## src/rtl/seq_div_pkg.sv

```systemverilog
`default_nettype none
// +----------------------------------------------------------------------------+
// | seq_div_pkg : state encoding, sign helper and divide-by-zero pattern       |
// | Rev 1.0                                                                    |
// +----------------------------------------------------------------------------+
package seq_div_pkg;

    typedef enum logic [1:0] {
        IDLE = 2'd0,
        RUN  = 2'd1,
        DONE = 2'd2
    } state_t;

    // Widest operand the sign helper can carry; signed builds need WIDTH < c_MAXW.
    localparam int                c_MAXW     = 64;
    localparam logic [c_MAXW-1:0] c_DBZ_QUOT = '1;

    // Two's-complement negate when neg is set; gives the magnitude of a negative value.
    function automatic logic [c_MAXW-1:0] neg_if(input logic [c_MAXW-1:0] v, input logic neg);
        return neg ? (c_MAXW'(0) - v) : v;
    endfunction

endpackage
`default_nettype wire

```

## src/rtl/seq_div_step.sv

```systemverilog
`default_nettype none
// +----------------------------------------------------------------------------+
// | seq_div_step : one combinational restoring-division step                   |
// | Rev 1.0                                                                    |
// +----------------------------------------------------------------------------+
module seq_div_step #(
    parameter int WIDTH = 8
) (
    input  logic [WIDTH-1:0] i_rem,
    input  logic             i_bit,
    input  logic [WIDTH-1:0] i_div,
    output logic [WIDTH-1:0] o_rem,
    output logic             o_q
);

    // The trial value keeps the bit shifted out of i_rem, so the compare never overflows.
    logic [WIDTH:0] w_trial;
    logic [WIDTH:0] w_diff;

    assign w_trial = {i_rem, i_bit};
    assign w_diff  = w_trial - {1'b0, i_div};
    assign o_q     = (w_trial >= {1'b0, i_div});
    assign o_rem   = o_q ? w_diff[WIDTH-1:0] : w_trial[WIDTH-1:0];

endmodule
`default_nettype wire

```

## src/rtl/seq_div.sv

```systemverilog
`default_nettype none
// +----------------------------------------------------------------------------+
// | seq_div : multi-cycle restoring divider, one quotient bit per clock        |
// | Optional signed operands with macro SEQ_DIV_SIGNED_EN.    Rev 1.0          |
// +----------------------------------------------------------------------------+
module seq_div
    import seq_div_pkg::*;
#(
    parameter int WIDTH = 8,
    parameter int CNT_W = $clog2(WIDTH + 1)
) (
    input  logic             clk,
    input  logic             rst,
    input  logic             start,
    input  logic             signed_mode,
    input  logic [WIDTH-1:0] a,
    input  logic [WIDTH-1:0] b,
    output logic             busy,
    output logic             done,
    output logic [WIDTH-1:0] quotient,
    output logic [WIDTH-1:0] remainder,
    output logic             div_by_zero
);

    state_t           r_state;
    logic [WIDTH-1:0] r_dvd;
    logic [WIDTH-1:0] r_div;
    logic [WIDTH-1:0] r_rem;
    logic [CNT_W-1:0] r_cnt;
    logic             r_busy;
    logic             r_done;
    logic [WIDTH-1:0] r_quot;
    logic [WIDTH-1:0] r_rmd;
    logic             r_dbz;

    logic [WIDTH-1:0] w_a_mag;
    logic [WIDTH-1:0] w_b_mag;
    logic [WIDTH-1:0] w_rem_next;
    logic             w_qbit;
    logic [WIDTH-1:0] w_q_raw;
    logic [WIDTH-1:0] w_quot_fin;
    logic [WIDTH-1:0] w_rem_fin;
    logic             w_load;

    seq_div_step #(.WIDTH(WIDTH)) u_step (
        .i_rem (r_rem),
        .i_bit (r_dvd[WIDTH-1]),
        .i_div (r_div),
        .o_rem (w_rem_next),
        .o_q   (w_qbit)
    );

    // The dividend register shifts out its MSB and fills with quotient bits from the right.
    assign w_q_raw = {r_dvd[WIDTH-2:0], w_qbit};
    assign w_load  = start && (r_state != RUN) && (b != '0);

`ifdef SEQ_DIV_SIGNED_EN
    logic              r_neg_q;
    logic              r_neg_r;
    logic              w_sa;
    logic              w_sb;
    logic [c_MAXW-1:0] w_amag_x;
    logic [c_MAXW-1:0] w_bmag_x;
    logic [c_MAXW-1:0] w_q_x;
    logic [c_MAXW-1:0] w_r_x;
    logic              w_unused_hi;

    assign w_sa       = signed_mode & a[WIDTH-1];
    assign w_sb       = signed_mode & b[WIDTH-1];
    assign w_amag_x   = neg_if(c_MAXW'(a), w_sa);
    assign w_bmag_x   = neg_if(c_MAXW'(b), w_sb);
    assign w_q_x      = neg_if(c_MAXW'(w_q_raw), r_neg_q);
    assign w_r_x      = neg_if(c_MAXW'(w_rem_next), r_neg_r);
    assign w_a_mag    = w_amag_x[WIDTH-1:0];
    assign w_b_mag    = w_bmag_x[WIDTH-1:0];
    assign w_quot_fin = w_q_x[WIDTH-1:0];
    assign w_rem_fin  = w_r_x[WIDTH-1:0];
    assign w_unused_hi = ^{w_amag_x[c_MAXW-1:WIDTH], w_bmag_x[c_MAXW-1:WIDTH],
                           w_q_x[c_MAXW-1:WIDTH], w_r_x[c_MAXW-1:WIDTH]};

    // Quotient sign is the XOR of operand signs; remainder follows the dividend.
    always_ff @(posedge clk or posedge rst) begin
        if (rst) begin
            r_neg_q <= 1'b0;
            r_neg_r <= 1'b0;
        end else if (w_load) begin
            r_neg_q <= w_sa ^ w_sb;
            r_neg_r <= w_sa;
        end
    end
`else
    logic w_unused_mode;

    assign w_unused_mode = signed_mode;
    assign w_a_mag       = a;
    assign w_b_mag       = b;
    assign w_quot_fin    = w_q_raw;
    assign w_rem_fin     = w_rem_next;
`endif

    always_ff @(posedge clk or posedge rst) begin
        if (rst) begin
            r_state <= IDLE;
            r_dvd   <= '0;
            r_div   <= '0;
            r_rem   <= '0;
            r_cnt   <= '0;
            r_busy  <= 1'b0;
            r_done  <= 1'b0;
            r_quot  <= '0;
            r_rmd   <= '0;
            r_dbz   <= 1'b0;
        end else begin
            r_done <= 1'b0;
            case (r_state)
                IDLE, DONE: begin
                    r_state <= IDLE;
                    if (w_load) begin
                        r_dvd   <= w_a_mag;
                        r_div   <= w_b_mag;
                        r_rem   <= '0;
                        r_cnt   <= CNT_W'(WIDTH);
                        r_busy  <= 1'b1;
                        r_state <= RUN;
                    end else if (start) begin
                        r_state <= DONE;
                        r_done  <= 1'b1;
                        r_quot  <= c_DBZ_QUOT[WIDTH-1:0];
                        r_rmd   <= a;
                        r_dbz   <= 1'b1;
                    end
                end
                RUN: begin
                    r_dvd <= w_q_raw;
                    r_rem <= w_rem_next;
                    r_cnt <= r_cnt - CNT_W'(1);
                    if (r_cnt == CNT_W'(1)) begin
                        r_state <= DONE;
                        r_busy  <= 1'b0;
                        r_done  <= 1'b1;
                        r_quot  <= w_quot_fin;
                        r_rmd   <= w_rem_fin;
                        r_dbz   <= 1'b0;
                    end
                end
                default: r_state <= IDLE;
            endcase
        end
    end

    assign busy        = r_busy;
    assign done        = r_done;
    assign quotient    = r_quot;
    assign remainder   = r_rmd;
    assign div_by_zero = r_dbz;

endmodule
`default_nettype wire

```

## config.mk

```make
export PLATFORM = sky130hd
export DESIGN_NAME = seq_div
export DESIGN_NICKNAME = d
export VERILOG_FILES = /design/src/rtl/seq_div_pkg.sv /design/src/rtl/seq_div_step.sv /design/src/rtl/seq_div.sv
export SDC_FILE = /design/constraint.sdc
export NUM_CORES = 1
export LEC_CHECK = 0
export BUFFER_PORTS_ARGS = -buffer_cell sky130_fd_sc_hd__buf_2
export CAP_MARGIN = 25
export CELL_PAD_IN_SITES_DETAIL_PLACEMENT = 0
export CELL_PAD_IN_SITES_GLOBAL_PLACEMENT = 1
export CORE_MARGIN = 1
export CORE_UTILIZATION = 40
export DETAILED_ROUTE_END_ITERATION = 7
export GPL_ROUTABILITY_DRIVEN = 0
export GPL_TIMING_DRIVEN = 0
export HOLD_SLACK_MARGIN = 0.03
export PLACE_DENSITY = 0.71
export SETUP_SLACK_MARGIN = 0.1
export SYNTH_ARGS = -nofsm -noshare
export SYNTH_HDL_FRONTEND = slang
export SYNTH_HIERARCHICAL = 1
export SYNTH_SLANG_ARGS = --single-unit
```

## constraint.sdc

```tcl
create_clock -name clk -period 2.8 [get_ports clk]
set_input_delay 0 -clock clk [delete_from_list [all_inputs] [get_ports clk]]
set_output_delay 0 -clock clk [all_outputs]
set_load 0.005 [all_outputs]
```

## Word-level counts from Yosys, hierarchy flattened

Index checks and enable logic that the tools add are counted.

- Add/sub/neg operators: 2
- Magnitude comparators: 1
- Equal/unequal tests: 8
- Multiplexer cells: 29
- Reduce and logical (&&, ||, !) cells: 10

Operator list:

| kind | count |
|---|---|
| 8-bit two-way mux | 9 |
| 8-bit one-hot mux with 2 select lines | 4 |
| 9-bit by 8-bit >= comparator with 1-bit output | 1 |
| 2-bit inequality test (second input constant) | 4 |
| 4-bit one-hot mux with 2 select lines | 1 |
| 8-bit nonzero test | 1 |
| 8-bit subtractor | 1 |
| 1-bit two-way mux | 7 |
| 2-bit two-way mux | 3 |
| 1-bit one-hot mux with 2 select lines | 3 |
| 4-bit by 1-bit == test with 1-bit output (second input constant) | 1 |
| 4-bit two-way mux | 1 |
| 2-bit one-hot mux with 2 select lines | 1 |
| 2-bit AND reduction | 2 |
| 4-bit AND reduction | 1 |
| 4-bit by 1-bit subtractor with 4-bit output (second input constant) | 1 |
| 3-bit AND reduction | 1 |
| 2-bit by 1-bit == test with 1-bit output (second input constant) | 1 |
| 2-bit == test (second input constant) | 1 |
| 1-bit logical AND | 2 |
| 2-bit logical NOT | 1 |
| 2-bit by 1-bit inequality test with 1-bit output (second input constant) | 1 |
| 2-bit nonzero test | 1 |
| 2-bit OR reduction | 1 |

- Bits in registers: 49
- Output and inout bits: 19
- Logic and storage cells: 60

## Longest topological paths before layout

Gate-level depths: netlist of the first run.

- Depth in word-level cells: 5
- Gate-level depth with buffers: 11
- Gate-level depth less buffers: 11

## Modules after synthesis

The synthesis of the first run kept the hierarchy.

Modules (own cells, without submodules):

| module | instances | cells an instance | area each (µm²) |
|---|---|---|---|
| seq_div | 1 | 194 | 2172.1 |
| seq_div_step | 1 | 69 | 520.5 |

## Worst setup path before layout of the first run

OpenSTA, ideal clock, no wires.

- Path kind: register to register
- Start: register r_dvd[7]
- End: register r_rmd[6], in the netlist remainder[6]
- Arrival time: 2.226 ns
- Setup slack: 0.449 ns
- Stages on the path, launching flop included: 12
- Buffers on the path: 0
- Cells stage by stage: dfrtp_1 inv_1 ha_1 fa_1 nor2b_1 o31a_1 nor4_1 a311o_1 mux2_2 nand2_1 nand2_1 mux2_2

- Word-level cells in the longest chain between the ends: 4
- Elaborated cells between the ends (all ways): 5
- Those cells by class: 1 x add/sub; 1 x order compare; 3 x mux

Ends and longest elaborated chain:

| what | line | source |
|---|---|---|
| start: declaration | seq_div.sv:26 | `logic [WIDTH-1:0] r_dvd;` |
| start signal: assignment | seq_div.sv:119 | `r_dvd <= w_a_mag;` |
| start signal: assignment | seq_div.sv:134 | `r_dvd <= w_q_raw;` |
| 8-bit subtractor / 9-bit by 8-bit >= comparator with 1-bit output (equally long branches) | seq_div_step.sv:21, seq_div_step.sv:22 |  |
| 8-bit two-way mux * | seq_div_step.sv:23 | `assign o_rem = o_q ? w_diff[WIDTH-1:0] : w_trial[WIDTH-1:0];` |
| net w_rem_fin[6] | seq_div.sv:42 | `logic [WIDTH-1:0] w_rem_fin;` |
| 8-bit two-way mux * | seq_div.sv:137 | `if (r_cnt == CNT_W'(1)) begin` |
| 8-bit one-hot mux with 2 select lines * | seq_div.sv:115 | `case (r_state)` |
| end signal: assignment | seq_div.sv:142 | `r_rmd <= w_rem_fin;` |
| end: declaration | seq_div.sv:33 | `logic [WIDTH-1:0] r_rmd;` |

Mark *: on every way through the listed nets, which the timed path passes. The rest lies on a longest branch. The select of a mux whose other input is x is not followed.
A chain may end at the register's enable or synchronous reset.

## Worst setup path after layout of the first run

- Start: register r_rem[5]
- End: register r_rmd[2], in the netlist remainder[2]

- Word-level cells in the longest chain between the ends: 4

Ends and longest elaborated chain:

| what | line | source |
|---|---|---|
| start: declaration | seq_div.sv:28 | `logic [WIDTH-1:0] r_rem;` |
| start signal: assignment | seq_div.sv:135 | `r_rem <= w_rem_next;` |
| 9-bit by 8-bit >= comparator with 1-bit output | seq_div_step.sv:22 | `assign o_q = (w_trial >= {1'b0, i_div});` |
| 8-bit two-way mux | seq_div_step.sv:23 |  |
| net w_rem_fin[2] | seq_div.sv:42 |  |
| 8-bit two-way mux | seq_div.sv:137 |  |
| 8-bit one-hot mux with 2 select lines | seq_div.sv:115 |  |

The timed path passes the listed nets, and every way through them passes these cells. The select of a mux whose other input is x is not followed.

==> results list, run 1 <==
* Outcome: complete, no violations
* Leading cell types in the layout, fill and taps excluded: sky130_fd_sc_hd__dfrtp_1, sky130_fd_sc_hd__buf_2, sky130_fd_sc_hd__nand2_1
- Drt first-iter violations: 79
* Number of global-route vias before repair: 2051
- Worst hold slack: 0.0500 ns
- The share of total power dissipated in the clock network is 0.118.
- Summing all flip-flop and latch instances after layout gives 0.00123 sq mm.
- Hold Vio Cnt, Final: 0
- Count of filler cells inserted in the layout: 622
- The initialized floorplan defines 29 standard-cell rows.
- Port Buffer Count: 37
- Asr flop ratio synth: 1.00
* Post-Synth XOR/XNOR Area: 0.00976
- Synthesis produced a netlist with a net count of 294.
- The die covers 0.00706 sq mm.
- Entering global routing, the biggest net connects 37 pins.
* Total Wirelength: 5730 microns
- Via count: 1962
- Counting cells, the worst reg-to-reg path comes to 10.
- Max clock buf depth: 2
* Synth Area in Compound Gates: 0.132
* Time the worst path needs with I/O delays and setup: 2.54 ns
- From bottom edge to top edge, the die measures 84.0 microns.
* Number of setup violations in the final report: 0
- The initial utilization of the core area, before any placement, comes to 0.419.
- Mux share of post-synthesis cell area: 0.125
- Mapped cell area: 0.00269 sq mm
* Required time worst endpoint: 3.00 ns
- STA classifies the critical path endpoint as a register.
- Buffers inserted during clock tree synthesis total 5.
- Commonest non-fill, non-tap cell in the layout: sky130_fd_sc_hd__dfrtp_1
* Fraction of layout cells with a size suffix above 1: 0.291
- Clock tree synthesis found a total of 49 sinks.
- In the final routed layout, each cell accounts on average for 14.2 microns.
- The cell sitting at the root of the clock tree is a sky130_fd_sc_hd__clkbuf_8.
- Number of enable-type register cells in the synthesized netlist: 0
- Fraction of the cycle the final worst path needs: 0.908
* Avg Inst Size Synth: 10.2 sq um
- For this run, design rule violations remaining after detail routing come to 0.
- Final Max Slew Viols: 0
* RSZ-0062 raised after global routing: false
- Synthesis produced a netlist whose cell count is 263.
- Skew-Pair Late Insertion Delay: 0.30 ns
* Net count, final: 356
- The wire-length estimate of the detail-placed layout is 4290 microns.
- Average vias per placed instance: 4.87
* Nature of the critical path startpoint: register
- The number of antenna diodes in the final layout is 0.
- Number of H-tree levels: 2
- Area Growth Syn to Fin: 21.8%
* I/O pin count: 39
- Detailed Routing Iterations Pass 1: 4
- Worst slew margin relative to its limit: 0.677
* Global routing met1 resource utilization: 0.246
* Area share of and/or/nand/nor cells after synthesis: 0.150
- Cell variety after synth: 43
- On the final layout, the worst clock skew is 0.00309 ns.
- The multi-input combinational cells in the finished layout cover a total of 0.00127 sq mm.
- Post-synthesis share of cell area spent on full adders, half adders and majority gates: 0.0539
* Power density normalized to cell area: 1330 mW/mm^2
- Slew at the pin with the worst max-slew slack: 0.484 ns
- For this run, the top clock speed supported by timing is 0.394 GHz.
- For met2 alone, demand over resource in global routing was 0.303.
- Final std cells w/o fill: 403
* Clock transition time at the flip-flop clock pins of the worst setup and hold paths: 0.09 ns
- Path class of the lowest-slack min-delay path: in2reg
- Of the total power, the share spent switching nets is 0.426.
- Share of power burned in registers: 0.291
- Maximum net fanout on the critical path: 8
- Routing layer with the top usage in global route: met2
- For met3 alone, demand over resource in global routing was 0.0237.
- After synthesis, the largest family of logic cells by area is simple AND/OR/NAND/NOR gates.
- Total of max-cap violations: 0
- Aggregate global-route resource usage: 0.181
- Of the total power, combinational logic draws 0.591.
* Worst Hold Depth: 3
* Total internal power: 2.51 mW
- CP arrival: 2.74 ns
* Number of antenna violations at the first check in global routing: 0
- Grt ovf: 0
* Most frequently used flop master after synthesis: sky130_fd_sc_hd__dfrtp_1
- Chip width: 84.0 microns
- Wire length of the first global-routing pass: 10000 microns
- Seq cells post-synth: 49
- Seq/Total Area, Yosys: 0.455
* CTS tree: done
* Max IR drop VDD: 0.463 mV
- Class of the most critical setup path: reg2reg
* Remaining antenna violation count after routing: 0
- For this run, the number of Yosys warnings is 6.
- R2R setup slack: 0.26 ns
* Cell total after placement: 378
* Total negative setup slack: 0 ns
* Placeable core region: 0.00642 sq mm
- Overall power consumption: 4.36 mW
- The analysis attributes to cell leakage a power of 1.54 nW.
* Reported net switching power: 1.86 mW
layer usage:
layer,vias to the layer above,part of all wire
li1,1017,-
met1,917,0.49
met2,22,0.47
met3,6,0.019
met4,0,0.012
met5,-,0
cell usage after synthesis, types with 2 or more instances:
cell type,instances,area share
sky130_fd_sc_hd__nor3b_1,2,0.0056
sky130_fd_sc_hd__buf_2,5,0.0093
sky130_fd_sc_hd__a21oi_1,4,0.0074
sky130_fd_sc_hd__o21ai_2,3,0.0098
sky130_fd_sc_hd__a21o_1,4,0.011
sky130_fd_sc_hd__nor2_1,10,0.014
sky130_fd_sc_hd__buf_6,2,0.0084
sky130_fd_sc_hd__nor4_1,2,0.0046
sky130_fd_sc_hd__a21oi_2,2,0.0065
sky130_fd_sc_hd__nand2_1,42,0.059
sky130_fd_sc_hd__xnor2_1,2,0.0065
sky130_fd_sc_hd__mux2_2,20,0.084
sky130_fd_sc_hd__nand3_1,3,0.0056
sky130_fd_sc_hd__dfrtp_1,49,0.46
sky130_fd_sc_hd__o21ai_0,12,0.022
sky130_fd_sc_hd__inv_1,32,0.045
sky130_fd_sc_hd__nor2b_1,3,0.0070
sky130_fd_sc_hd__ha_1,10,0.046
sky130_fd_sc_hd__clkbuf_1,4,0.0056
sky130_fd_sc_hd__nor3_1,12,0.022
sky130_fd_sc_hd__nor4_4,2,0.016
sky130_fd_sc_hd__mux2i_1,10,0.037
sky130_fd_sc_hd__a31oi_2,8,0.037
registers in the layout (all words and copies together) (netlist names):
signal       flops
quotient         8
r_div            8
r_dvd            8
r_rem            8
remainder        8
r_cnt            4
r_state          2
busy             1
div_by_zero      1
done             1
stage by stage:
stage                     utilization  instance area, sq um  worst slack [ns]
after floorplan                     -                  2690             0.449
after global placement          0.463                  2970             0.232
after detailed placement        0.466                  2990             0.222
after CTS                       0.509                  3270             0.212
after global routing            0.511                  3280             0.136
final                           0.511                  3280             0.259
logic make-up (layout without fill, tap and decap cells):
kind of cell / after synthesis / in the layout
xor gates and xnor gates: 3 / 3
muxes: 31 / 31
adders and majority gates: 11 / 11
AOI/OAI and AO/OA: 43 / 43
DFF: 49 / 49
buffers and inverters: 44 / 107
and+or+nand+nor: 82 / 82
what timing repair did:
item,CTS,global route
hold buffers,16,0
setup endpoints to repair,0,2
gates resized for setup,0,1
buffers inserted,0,1
endpoints found under the hold margin,64,0
final timing paths:
path / start / end
min in group asynchronous: rst / r_div[1]
max reg2reg: r_rem[5] / remainder[2]
max: r_rem[5] / remainder[2]
max in group asynchronous: rst / r_rem[7]
min reg2reg: busy / busy
min: a[7] / r_dvd[7]
power by group through the flow:
stage	combinational (mW)	clock [mW]	sequential (mW)
floorplan	1.95	0	1.25
global placement	2.53	0	1.28
detailed placement	2.57	0	1.29
CTS	2.60	0.535	1.27
global route	2.93	0.552	1.32
finish	2.58	0.515	1.27
worst max-delay path: stages, from the launching register on:
cell and delay [ns]:
sky130_fd_sc_hd__dfrtp_1 0.42, sky130_fd_sc_hd__ha_1 0.29, sky130_fd_sc_hd__buf_2 0.17, sky130_fd_sc_hd__a21o_1 0.16, sky130_fd_sc_hd__nand2_1 0.07, sky130_fd_sc_hd__nand2_1 0.11, sky130_fd_sc_hd__a41oi_4 0.37, sky130_fd_sc_hd__mux2_2 0.38
sky130_fd_sc_hd__nand2_1 0.11, sky130_fd_sc_hd__nand2_1 0.08, sky130_fd_sc_hd__mux2_2 0.26
final cells by class:
cell class                      count  area share
Inverter                           32      0.0366
Sequential cell                    49       0.374
Tap cell                           77      0.0294
Clock inverter                      3      0.0141
Multi-Input combinational cell    170       0.388
Buffer                             12      0.0237
Clock buffer                        5      0.0210
Timing Repair Buffer               55       0.114
No activity file was read; power rests on OpenSTA's default activity.
==> inputs of run 2 (changes only) <==
==> constraint.sdc (replaced) <==
create_clock -name clk -period 3.1 [get_ports clk]
set_input_delay 0 -clock clk [delete_from_list [all_inputs] [get_ports clk]]
set_output_delay 0 -clock clk [all_outputs]
set_load 0.005 [all_outputs]
==> run 2 against run 1 <==
Effect of this change: critical path depth increased by 1; first-iteration DRC count decreased by 2.5%; non-clock buffer count is 1 lower; clock skew hardly changed; via count shrank 0.41%; largest cell class unchanged; flip-flop and latch count did not move; final cell count fell by 0.25%; clock power shrank 9.7%; setup slack improved by 0.29 ns; highest routed layer unchanged; cell area fell by 0.31%.
==> results list, run 2 (synthesis gave the netlist of run 1 again) <==
* Routing layer with the top usage in global route: met2
- Overall power consumption: 3.92 mW
- Die H: 84.0 microns
- The worst hold path terminates at r_dvd[7].
- After the last flow step, the layout net total stands at 355.
- Leakage component of the power: 1.53 nW
- Port Buffer Count: 37
- CTS tree: done
* Fraction of the cycle the final worst path needs: 0.824
- Via count: 1954
* Power density normalized to cell area: 1200 mW/mm^2
* Wire length per cell: 14.2 microns
- Layout Skew: 0.00275 ns
- In this run the register-to-register setup slack is 0.55 ns.
* Floorplan die area: 0.00706 sq mm
* Global routing met1 resource utilization: 0.246
- STA classifies the critical path startpoint as a register.
- Drt first-iter violations: 77
- Maximum net fanout on the critical path: 3
- 39 I/O pins were placed.
* Total Wirelength: 5710 microns
- For met2 alone, demand over resource in global routing was 0.303.
- Placeable core region: 0.00642 sq mm
* Class of the most critical setup path: reg2reg
* Total negative setup slack: 0 ns
- The via count of the first global-routing pass was 2051.
- For the pin with the worst max-slew slack, the measured transition is 0.479 ns.
- STA classifies the critical path endpoint as a register.
- Highest Clock Rate: 0.391 GHz
- Final Core Density: 0.509
- For the worst-skew pair, the clock arrives at the later sink with an insertion delay of 0.30 ns.
- The first TritonRoute pass finished after 4 iterations.
* Critical path's largest stage delay: 0.41 ns
- The count of nets left with antenna violations once routing finished came out at 0.
- Wire length of the first global-routing pass: 10000 microns
* Depth of the worst register-to-register path: 11
- Global routing finished with a remaining overflow of 0.
- Once the clock tree was built, the setup fixing pass inserted 0 buffers.
- Chip width: 84.0 microns
* Max IR drop VDD: 0.418 mV
* Area Growth Syn to Fin: 21.4%
- Dominant delay contributor by cell family on the critical path: adder cells
- Effective utilization at floorplan: 0.419
- In this run the most critical hold path is launched from a[7].
- Post-placement cell area: 0.00299 sq mm
- Pin count of the biggest net entering global routing: 37
* HPWL after detailed placement: 4290 microns
* Number of standard-cell rows in the floorplan: 29
- Worst path cell trace: inv_1 -> ha_1 -> fa_1 -> nor2b_1 -> o31a_1 -> nor4_1 -> a311o_1 -> mux2_2 -> nand2_1 -> nand2_1 -> mux2_2
* Ant. Diodes: 0
* Worst reg2reg endpoint: remainder[6]
* RSZ-0062 raised after global routing: false
- The H-tree was split into 2 levels.
- Of the cells placed in the final design, the portion with a size suffix greater than 1 is 0.286.
- Clock sink count: 49
- The number of endpoints with negative hold slack in the final report came to 0.
* Max clock buf depth: 2
- Using the TritonRoute via totals, the vias-per-cell ratio works out to 4.86.
- Required time worst endpoint: 3.30 ns
- The finished cells cover 0.00327 sq mm.
* Aggregate global-route resource usage: 0.181
* Global Route met3 Usage: 0.0237
- The final-report max-slew violation count came to 0.
- Along the worst hold path, the cell count comes to 3.
* Cts bufs inserted: 5
* Path class of the lowest-slack min-delay path: in2reg
- Buffering stage count on the worst path with inverters included: 1
- Count of unresolved DRC violations after routing: 0
- Critical Path Slowest Stage Cell: sky130_fd_sc_hd__fa_1
* R2R Path Start: r_dvd[7]
- Worst slew margin relative to its limit: 0.681
- Setup violations remaining at the end of the flow were counted as 0.
- CP arrival: 2.75 ns
- Clock transition time at the flip-flop clock pins of the worst setup and hold paths: 0.09 ns
* Leading cell types in the layout, fill and taps excluded: sky130_fd_sc_hd__dfrtp_1, sky130_fd_sc_hd__buf_2, sky130_fd_sc_hd__nand2_1
- Outcome: complete, no violations
- In this run, post-CTS repair resized a total of 0 instances.
- Number of antenna violations at the first check in global routing: 0
- Clock tree synthesis selected as its root buffer the cell sky130_fd_sc_hd__clkbuf_8.
- Across the run, the number of max-cap violations was 0.
- Time the worst path needs with I/O delays and setup: 2.55 ns
* Commonest non-fill, non-tap cell in the layout: sky130_fd_sc_hd__dfrtp_1
-- run 2: how the worst max path moves through the flow --
stage,start,to,slack (ns),cells after the start
4_1_cts,r_dvd[7],remainder[2],0.51,10
5_1_grt,r_dvd[7],remainder[6],0.38,11
3_3_place_gp,r_dvd[7],remainder[2],0.53,10
3_5_place_dp,r_dvd[7],remainder[2],0.52,10
2_1_floorplan,r_dvd[7],remainder[6],0.75,11
6_report,r_dvd[7],remainder[6],0.55,11
-- run 2: where the power goes --
| group | internal [mW] | switching [mW] | total (mW) | leakage [nW] |
|---|---|---|---|---|
| clock network | 0.242 | 0.224 | 0.465 | 0.0543 |
| registers | 0.956 | 0.189 | 1.15 | 0.561 |
| logic | 1.05 | 1.26 | 2.31 | 0.918 |
| total | 2.25 | 1.67 | 3.92 | 1.53 |
-- run 2: final cells by class --
cell class	instances	area (sq um)
plain buffers	12	77.6
clock buffers	5	68.8
clock inverters	3	46.3
fillers	622	3150
inverters	32	120
multi-input cells	170	1270
flip-flops and latches	49	1230
well taps	77	96.3
repair buffers	54	365
-- run 2: tightest hold or removal path, cell delays in order --
cell	delay, ns
sky130_fd_sc_hd__buf_2	0.09
sky130_fd_sc_hd__nand2_1	0.12
sky130_fd_sc_hd__a31oi_2	0.09
-- run 2: metal layers --
metal / vias up / part of all wire
li1: 1008 / -
met2: 23 / 0.48
met1: 917 / 0.49
met4: 0 / 0.012
met3: 6 / 0.018
met5: - / 0
-- run 2: what timing repair did --
| action | CTS | global route |
|---|---|---|
| endpoints found under the setup margin | 0 | 0 |
| hold buffers | 16 | 0 |
| hold endpoints to repair | 64 | 0 |
-- run 2: metrics by stage --
stage / setup slack, ns / hold WS [ns] / instances
after floorplan: 0.749 / 0.152 / 263
after global placement: 0.532 / 0.284 / 377
after detailed placement: 0.522 / -0.0172 / 378
after CTS: 0.512 / 0.0522 / 402
after global routing: 0.375 / 0.0667 / 402
final: 0.546 / 0.0484 / 402
